<file path="src/rtl/mtimer_bank_pkg.sv">
// Shared register map, mode encodings and CFG layout for the multi-channel machine timer.
package mtimer_bank_pkg;

    localparam int MTB_MTIME_LO  = 0;
    localparam int MTB_MTIME_HI  = 1;
    localparam int MTB_CTRL      = 2;
    localparam int MTB_STATUS    = 3;
    localparam int MTB_CH_BASE   = 4;
    localparam int MTB_CH_STRIDE = 4;

    localparam int MTB_CH_CMP_LO = 0;
    localparam int MTB_CH_CMP_HI = 1;
    localparam int MTB_CH_PERIOD = 2;
    localparam int MTB_CH_CFG    = 3;

    localparam int MTB_CFG_EN       = 0;
    localparam int MTB_CFG_MODE_LSB = 1;
    localparam int MTB_CFG_IE       = 3;

    typedef enum logic [1:0] {
        MTB_MODE_LEVEL    = 2'b00,
        MTB_MODE_ONESHOT  = 2'b01,
        MTB_MODE_PERIODIC = 2'b10,
        MTB_MODE_RSVD     = 2'b11
    } mtb_mode_e;

    // Bit order matches the CFG register: [3] ie, [2:1] mode, [0] en.
    typedef struct packed {
        logic      ie;
        mtb_mode_e mode;
        logic      en;
    } mtb_cfg_t;

endpackage

</file>
<file path="src/rtl/mtimer_chan.sv">
// One compare channel: CMP/PERIOD/CFG registers, sticky pending bit and the
// level / one-shot / periodic reload behaviour driven by the shared mtime.
module mtimer_chan
    import mtimer_bank_pkg::*;
#(
    parameter int CNT_W = 64
) (
    input  logic             clk,
    input  logic             rst_n,
    input  logic [CNT_W-1:0] mtime_i,
    input  logic             we_cmp_lo_i,
    input  logic             we_cmp_hi_i,
    input  logic             we_period_i,
    input  logic             we_cfg_i,
    input  logic [31:0]      wdata_i,
    input  logic             clr_i,
    output logic [CNT_W-1:0] cmp_o,
    output logic [31:0]      period_o,
    output mtb_cfg_t         cfg_o,
    output logic             pend_o,
    output logic             irq_o
);

    localparam int HW = CNT_W - 32;

    logic [CNT_W-1:0] cmp_q, cmp_d;
    logic [31:0]      period_q, period_d;
    mtb_cfg_t         cfg_q, cfg_d;
    logic             pend_q, pend_d;
    logic             irq_q, irq_d;
    logic             hit;

    always_comb begin
        hit      = cfg_q.en && (mtime_i >= cmp_q);
        cmp_d    = cmp_q;
        period_d = period_q;
        cfg_d    = cfg_q;
        pend_d   = pend_q;
        irq_d    = pend_q & cfg_q.ie;

        case (cfg_q.mode)
            MTB_MODE_ONESHOT: begin
                pend_d = hit | (pend_q & ~clr_i);
                if (hit) cfg_d.en = 1'b0;
            end
            MTB_MODE_PERIODIC: begin
                pend_d = hit | (pend_q & ~clr_i);
                if (hit && period_q != '0) cmp_d = cmp_q + CNT_W'(period_q);
            end
            default: pend_d = hit;
        endcase

        // Bus writes are applied last so they override reload/disable in the same cycle.
        if (we_cmp_lo_i) cmp_d = {cmp_q[CNT_W-1:32], wdata_i};
        if (we_cmp_hi_i) cmp_d = {wdata_i[HW-1:0], cmp_q[31:0]};
        if (we_period_i) period_d = wdata_i;
        if (we_cfg_i)    cfg_d = mtb_cfg_t'(wdata_i[3:0]);
    end

    always_ff @(posedge clk or negedge rst_n) begin
        if (!rst_n) begin
            cmp_q    <= '1;
            period_q <= '0;
            cfg_q    <= '0;
            pend_q   <= 1'b0;
            irq_q    <= 1'b0;
        end else begin
            cmp_q    <= cmp_d;
            period_q <= period_d;
            cfg_q    <= cfg_d;
            pend_q   <= pend_d;
            irq_q    <= irq_d;
        end
    end

    assign cmp_o    = cmp_q;
    assign period_o = period_q;
    assign cfg_o    = cfg_q;
    assign pend_o   = pend_q;
    assign irq_o    = irq_q;

endmodule

</file>
<file path="src/rtl/mtimer_bank.sv">
// Machine-timer bank: shared mtime counter, NCH compare channels, tear-free HI read.
// Optional 8-bit prescaler in CTRL[15:8] enabled by defining MTIMER_PRESCALER_EN.
module mtimer_bank
    import mtimer_bank_pkg::*;
#(
    parameter int NCH   = 4,
    parameter int CNT_W = 64,
    parameter int AW    = 6
) (
    input  logic          clk,
    input  logic          rst_n,
    input  logic          we_i,
    input  logic          rd_en_i,
    input  logic [AW-1:0] addr_i,
    input  logic [31:0]   wdata_i,
    output logic [31:0]   rdata_o,
    output logic [NCH-1:0] irq_o,
    output logic          tcmp_trap_valid_o,
    input  logic          hx_valid
);

    localparam int HW = CNT_W - 32;

    logic [CNT_W-1:0] mtime_q, mtime_d;
    logic [HW-1:0]    shadow_hi_q, shadow_hi_d;
    logic             ctrl_en_q, ctrl_en_d;
    logic             trap_q, trap_d;
    logic             tick;
    logic [31:0]      ctrl_rd;
    logic             we_lo, we_hi, we_ctrl, we_status;
    logic [NCH-1:0]   pend_w;
    logic [NCH-1:0]   irq_w;
    logic [NCH-1:0][31:0] ch_rd;

    assign we_lo     = we_i && (addr_i == AW'(MTB_MTIME_LO));
    assign we_hi     = we_i && (addr_i == AW'(MTB_MTIME_HI));
    assign we_ctrl   = we_i && (addr_i == AW'(MTB_CTRL));
    assign we_status = we_i && (addr_i == AW'(MTB_STATUS));

`ifdef MTIMER_PRESCALER_EN
    logic [7:0] psc_q, psc_d, psc_cnt_q, psc_cnt_d;

    always_comb begin
        tick      = ctrl_en_q && (psc_cnt_q == psc_q);
        psc_d     = psc_q;
        psc_cnt_d = psc_cnt_q;
        if (ctrl_en_q) psc_cnt_d = tick ? 8'd0 : psc_cnt_q + 8'd1;
        if (we_ctrl) begin
            psc_d     = wdata_i[15:8];
            psc_cnt_d = 8'd0;
        end
        ctrl_rd = {16'd0, psc_q, 7'd0, ctrl_en_q};
    end

    always_ff @(posedge clk or negedge rst_n) begin
        if (!rst_n) begin
            psc_q     <= 8'd0;
            psc_cnt_q <= 8'd0;
        end else begin
            psc_q     <= psc_d;
            psc_cnt_q <= psc_cnt_d;
        end
    end
`else
    always_comb begin
        tick    = ctrl_en_q;
        ctrl_rd = {31'd0, ctrl_en_q};
    end
`endif

    always_comb begin
        ctrl_en_d   = we_ctrl ? wdata_i[0] : ctrl_en_q;
        trap_d      = hx_valid ? |irq_w : trap_q;
        mtime_d     = tick ? mtime_q + CNT_W'(1) : mtime_q;
        // A half-word write replaces that half and suppresses the increment.
        if (we_lo) mtime_d = {mtime_q[CNT_W-1:32], wdata_i};
        if (we_hi) mtime_d = {wdata_i[HW-1:0], mtime_q[31:0]};
        shadow_hi_d = shadow_hi_q;
        if (rd_en_i && addr_i == AW'(MTB_MTIME_LO)) shadow_hi_d = mtime_q[CNT_W-1:32];
        if (we_hi) shadow_hi_d = wdata_i[HW-1:0];
    end

    always_ff @(posedge clk or negedge rst_n) begin
        if (!rst_n) begin
            mtime_q     <= '0;
            shadow_hi_q <= '0;
            ctrl_en_q   <= 1'b0;
            trap_q      <= 1'b0;
        end else begin
            mtime_q     <= mtime_d;
            shadow_hi_q <= shadow_hi_d;
            ctrl_en_q   <= ctrl_en_d;
            trap_q      <= trap_d;
        end
    end

    for (genvar k = 0; k < NCH; k++) begin : g_ch
        localparam logic [AW-1:0] BASE = AW'(MTB_CH_BASE + MTB_CH_STRIDE * k);
        logic [CNT_W-1:0] cmp_k;
        logic [63:0]      cmp64;
        logic [31:0]      period_k;
        mtb_cfg_t         cfg_k;

        mtimer_chan #(.CNT_W(CNT_W)) u_chan (
            .clk         (clk),
            .rst_n       (rst_n),
            .mtime_i     (mtime_q),
            .we_cmp_lo_i (we_i && addr_i == BASE + AW'(MTB_CH_CMP_LO)),
            .we_cmp_hi_i (we_i && addr_i == BASE + AW'(MTB_CH_CMP_HI)),
            .we_period_i (we_i && addr_i == BASE + AW'(MTB_CH_PERIOD)),
            .we_cfg_i    (we_i && addr_i == BASE + AW'(MTB_CH_CFG)),
            .wdata_i     (wdata_i),
            .clr_i       (we_status && wdata_i[k]),
            .cmp_o       (cmp_k),
            .period_o    (period_k),
            .cfg_o       (cfg_k),
            .pend_o      (pend_w[k]),
            .irq_o       (irq_w[k])
        );

        assign cmp64    = 64'(cmp_k);
        assign ch_rd[k] = (addr_i == BASE + AW'(MTB_CH_CMP_LO)) ? cmp64[31:0]  :
                          (addr_i == BASE + AW'(MTB_CH_CMP_HI)) ? cmp64[63:32] :
                          (addr_i == BASE + AW'(MTB_CH_PERIOD)) ? period_k     :
                          (addr_i == BASE + AW'(MTB_CH_CFG))    ? {28'd0, cfg_k} : 32'd0;
    end

    always_comb begin
        rdata_o = '0;
        case (addr_i)
            AW'(MTB_MTIME_LO): rdata_o = mtime_q[31:0];
            AW'(MTB_MTIME_HI): rdata_o = 32'(shadow_hi_q);
            AW'(MTB_CTRL):     rdata_o = ctrl_rd;
            AW'(MTB_STATUS):   rdata_o = 32'(pend_w);
            default:           rdata_o = '0;
        endcase
        for (int k = 0; k < NCH; k++) rdata_o = rdata_o | ch_rd[k];
    end

    assign irq_o             = irq_w;
    assign tcmp_trap_valid_o = trap_q;

endmodule

</file>
<file path="config.mk">
export PLATFORM = sky130hd
export DESIGN_NAME = mtimer_bank
export DESIGN_NICKNAME = d
export VERILOG_FILES = /design/src/rtl/mtimer_bank_pkg.sv /design/src/rtl/mtimer_chan.sv /design/src/rtl/mtimer_bank.sv
export SDC_FILE = /design/constraint.sdc
export NUM_CORES = 2
export LEC_CHECK = 0
export ABC_AREA = 1
export BUFFER_PORTS_ARGS = -buffer_cell sky130_fd_sc_hd__buf_2
export CAP_MARGIN = 10
export CELL_PAD_IN_SITES_DETAIL_PLACEMENT = 1
export CELL_PAD_IN_SITES_GLOBAL_PLACEMENT = 2
export CORE_ASPECT_RATIO = 1.2
export CORE_MARGIN = 1
export CORE_UTILIZATION = 25
export CTS_BUF_LIST = sky130_fd_sc_hd__clkbuf_8
export CTS_CLUSTER_DIAMETER = 120
export DETAILED_ROUTE_END_ITERATION = 16
export PLACE_DENSITY = 0.66
export SYNTH_ARGS = -nofsm -noshare
export SYNTH_HDL_FRONTEND = slang
export SYNTH_SLANG_ARGS = --single-unit
</file>
<file path="constraint.sdc">
create_clock -name clk -period 2.54 [get_ports clk]
set_input_delay 0.127 -clock clk [delete_from_list [all_inputs] [get_ports clk]]
set_output_delay 0.127 -clock clk [all_outputs]
set_load 0.02 [all_outputs]
</file>
==> impl_metrics.yaml <==
route:
  drt-total-wl_um: 392400
  wl_per_cell_um: 30.43
  via_per_inst: 5.326
  drc_errors: 0
  antenna_left: 0
  vias: 68660
  firstDrtPassIters: 6
  drt-initial-drc-count: 6300
cells_and_area:
  drive_gt1_frac: 0.3650
  fin_cells: 12890
  syn2layout_area_growth_pct: 58.41
  nets: 10570
  utilization: 0.3987
  fillers: 25100
  final_area_um2: 79920
pwr:
  seqPwrFrac: 0.224
  power_density_nw_per_um2: 621.8
  totalPowerFinal_mw: 49.70
  combPwrFrac: 0.575
  p_switching_mw: 22.73
  ir_worst_vdd_mv: 0.3831
  clock_power_share: 0.200
  p_int_mw: 26.96
  leakage_nw: 40.31
  sw_frac_of_total: 0.4575
global_routing:
  grt_pass1_wl_um: 533100
  grt_max_degree: 66
  grt_antenna_before_repair: 60
  grt_pass1_vias: 69750
  track_usage: 0.3754
  grt-ovfl-total: 0
timing:
  tightest_slew_ns: 1.179
  finalSetupViolations: 301
  fmax_mhz: 322.4
  finalMaxSlewViolations: 0
  rsz0062_at_grt: "yes"
  max_slew_margin: 0.2141
  layout_setup_ws_ns: -0.5613
  skew_ns: 0.07275
  min_period_over_period: 1.221
  hold_violations: 0
  period_minus_slack_ns: 3.101
logic_synthesis:
  yosysTopAreaCell: "nand2_1"
  synth_cell_types: 59
  ys_warn_count: 0
  syn_nets: 8659
  synthFlopType: "dfstp_2"
  yosysSeqAreaShare: 0.2573
  ys_ff_latch: 506
  synthArstFlopShare: 1.000
  synth_cells: 8219
  yosys-top-cells-area: "nand2_1 20%, dfstp_2 13%, dfrtp_1 12%, ha_1 9.7%, inv_1 8.9%"
  avgSynthCellArea_um2: 6.139
  netlist_area_um2: 50450
  yosys.area.top_type_share: 0.2030
  synth_edf_count: 0
floorplanning:
  die_w_um: 412.1
  die_h_um: 494.1
  core_area_um2: 200400
  io_pins: 80
  die-area_um2: 203600
  initial_utilization: 0.2517
  std_cell_rows: 180
clock_network:
  clockRootBuffer: "clkbuf_8"
  cts.path.max_buffers: 3
  numCtsBuffers: 108
  clkTransAtPathRegs_ns: 0.07
  numClockSinks: 506
  clk_latency_ns: 0.95
  htreeDepth: 3
  cts_tree: "done"
placed_design:
  place_ws_ns: -0.6516
  gp_congestion: 1.039
  placed_cell_area_um2: 67440
  dpl.hpwl_um: 311200
  place_inst: 12430
  portBuffers: 79
setup_path:
  worstPathCellList: "nand2_1 > o211ai_1 > buf_4 > a211oi_4 > nand4_1 > buf_6"
  cp.required_ns: 2.41
  critPathMaxFanout: 6
  r2r_start: "mtime_q[27]$_DFFE_PN0P_"
  worst_setup_path_end_kind: "primary output"
  r2r_setup_slack_ns: -0.37
  rr_endpoint: "g_ch[0].u_chan.cmp_o[15]$_DFFE_PN1P_"
  critPathKind: "reg -> out"
  worst_r2r_path_depth: 17
  cp_data_arrival_time_ns: 2.97
  critPathLaunchType: "flip-flop"
  crit_slowest_cell: "dfrtp_2"
  cp_slowest_stage_delay_ns: 0.49
job:
  cap_violations: 0
outcome:
  violations: "setup timing"
  outcome: "complete, but fails checks"
min_path:
  holdCritPathClass: "in -> async"
## flip-flops by register name (all words and copies together), names as in the netlist
signal                flops
g_ch.u_chan.cmp_o       256
g_ch.u_chan.period_o    128
mtime_q                  64
shadow_hi_q              32
g_ch.u_chan.cfg_o        16
g_ch.u_chan.irq_o         4
g_ch.u_chan.pend_o        4
ctrl_en_q                 1
tcmp_trap_valid_o         1
## placed cells by master, fill, tap and decap left out, types with 47 or more instances in the layout
cell and n:
o21ai_1 74, buf_2 47, buf_12 127, nand2_4 115, ha_4 61, or2_2 47, nand2_1 2289, dfstp_2 256
o21ai_0 416, a21oi_2 50, ha_1 326, nor4_1 59, dfrtp_1 231, inv_1 1132, nor3_1 84, xor2_1 62
nand4_1 159, buf_6 173, nand3_1 610, inv_2 101, dlygate4sd3_1 48, nor2_1 528, nor2_2 79, clkbuf_8 133
nand3_2 195, nand2_2 320, buf_4 1588, a21oi_1 235
## kinds of logic (layout without fill, tap and decap cells)
kind of cell / Yosys count / count (layout) / share of synthesized area
flip-flops: 506 / 506 / 0.2573
AND/OR/NAND/NOR: 4620 / 4620 / 0.3858
XOR/XNOR: 106 / 106 / 0.01840
other: 0 / 27 / 0
adder cells (fa/ha/maj): 397 / 397 / 0.09905
AO/OA/AOI/OAI: 1118 / 1118 / 0.1268
buffers and inverters: 1472 / 3479 / 0.1126
## Yosys cell counts, drive strengths merged (134+ instances only)
cell,n
nand2,2732
inv,1227
nand3,842
nor2,651
o21ai,539
ha,393
a21oi,291
dfstp,256
dfrtp,250
nand4,164
clkbuf,134
## how the worst max path moves through the flow
stage	from	cells past startpoint	slack, ns	to
3_5_place_dp	addr_i[1]	12	-0.65	rdata_o[23]
4_1_cts	g_ch[3].u_chan.period_o[0]$_DFFE_PN0P_	7	-0.50	rdata_o[0]
3_3_place_gp	addr_i[1]	12	-0.63	rdata_o[23]
2_1_floorplan	g_ch[1].u_chan.cmp_o[55]$_DFFE_PN1P_	16	0.20	g_ch[1].u_chan.cmp_o[53]$_DFFE_PN1P_
5_1_grt	ctrl_en_q$_DFFE_PN0P_	5	-0.50	rdata_o[0]
6_report	g_ch[3].u_chan.cfg_o[0]$_DFFE_PN0P_	6	-0.56	rdata_o[0]
## metrics by stage
| stage | hold WS (ns) | TNS, ns |
|---|---|---|
| 2_1_floorplan | -0.1686 | 0 |
| 3_3_place_gp | 0.1451 | -69.69 |
| 3_5_place_dp | 0.1517 | -85.67 |
| 4_1_cts | 0.007426 | -52.12 |
| 5_1_grt | 0.1032 | -84.95 |
| 6_report | 0.09988 | -60.47 |
## cell type report
cell class | count | area, um2 | area share
inverters | 1229 | 4752 | 0.05946
repair buffers | 2047 | 18470 | 0.2311
clock buffers | 133 | 1831 | 0.02290
diodes | 27 | 67.56 | 0.0008454
multi-input cells | 6241 | 38060 | 0.4762
clock inverters | 70 | 431.7 | 0.005401
flip-flops and latches | 506 | 13010 | 0.1627
well taps | 2639 | 3302 | 0.04131
## power groups by stage
stage	registers (mW)	clock network [mW]	logic, mW
after floorplan	10.8	0	9.47
after global placement	11.2	0	21.8
after detailed placement	11.2	0	22.3
after CTS	11.1	10.0	25.8
after global routing	11.2	10.3	30.1
final	11.1	9.96	28.6
## per-layer routing
metal	vias to the layer above	global-route usage	part of all wire
met3	1020	0.07914	0.074
met1	33990	0.4443	0.39
met5	-	0	0.00031
met4	18	0.2892	0.087
met2	2981	0.5917	0.45
li1	30650	-	-
## critical path, delay by kind of cell (launching register included)
family                 cells  cell delay (ns)
AO/OA/AOI/OAI              2             0.59
AND/OR/NAND/NOR            2             0.51
flip-flops                 1             0.49
buffers and inverters      2             0.47
## repair_timing
| action | CTS | global route |
|---|---|---|
| pin swaps | 308 | 277 |
| gates cloned | 39 | 6 |
| hold buffers | 48 | 1 |
| endpoints found under the hold margin | 658 | 1 |
| buffers inserted | 147 | 65 |
| gates resized for setup | 1115 | 819 |
| endpoints found under the setup margin | 314 | 332 |
No activity file was read; power rests on OpenSTA's default activity.
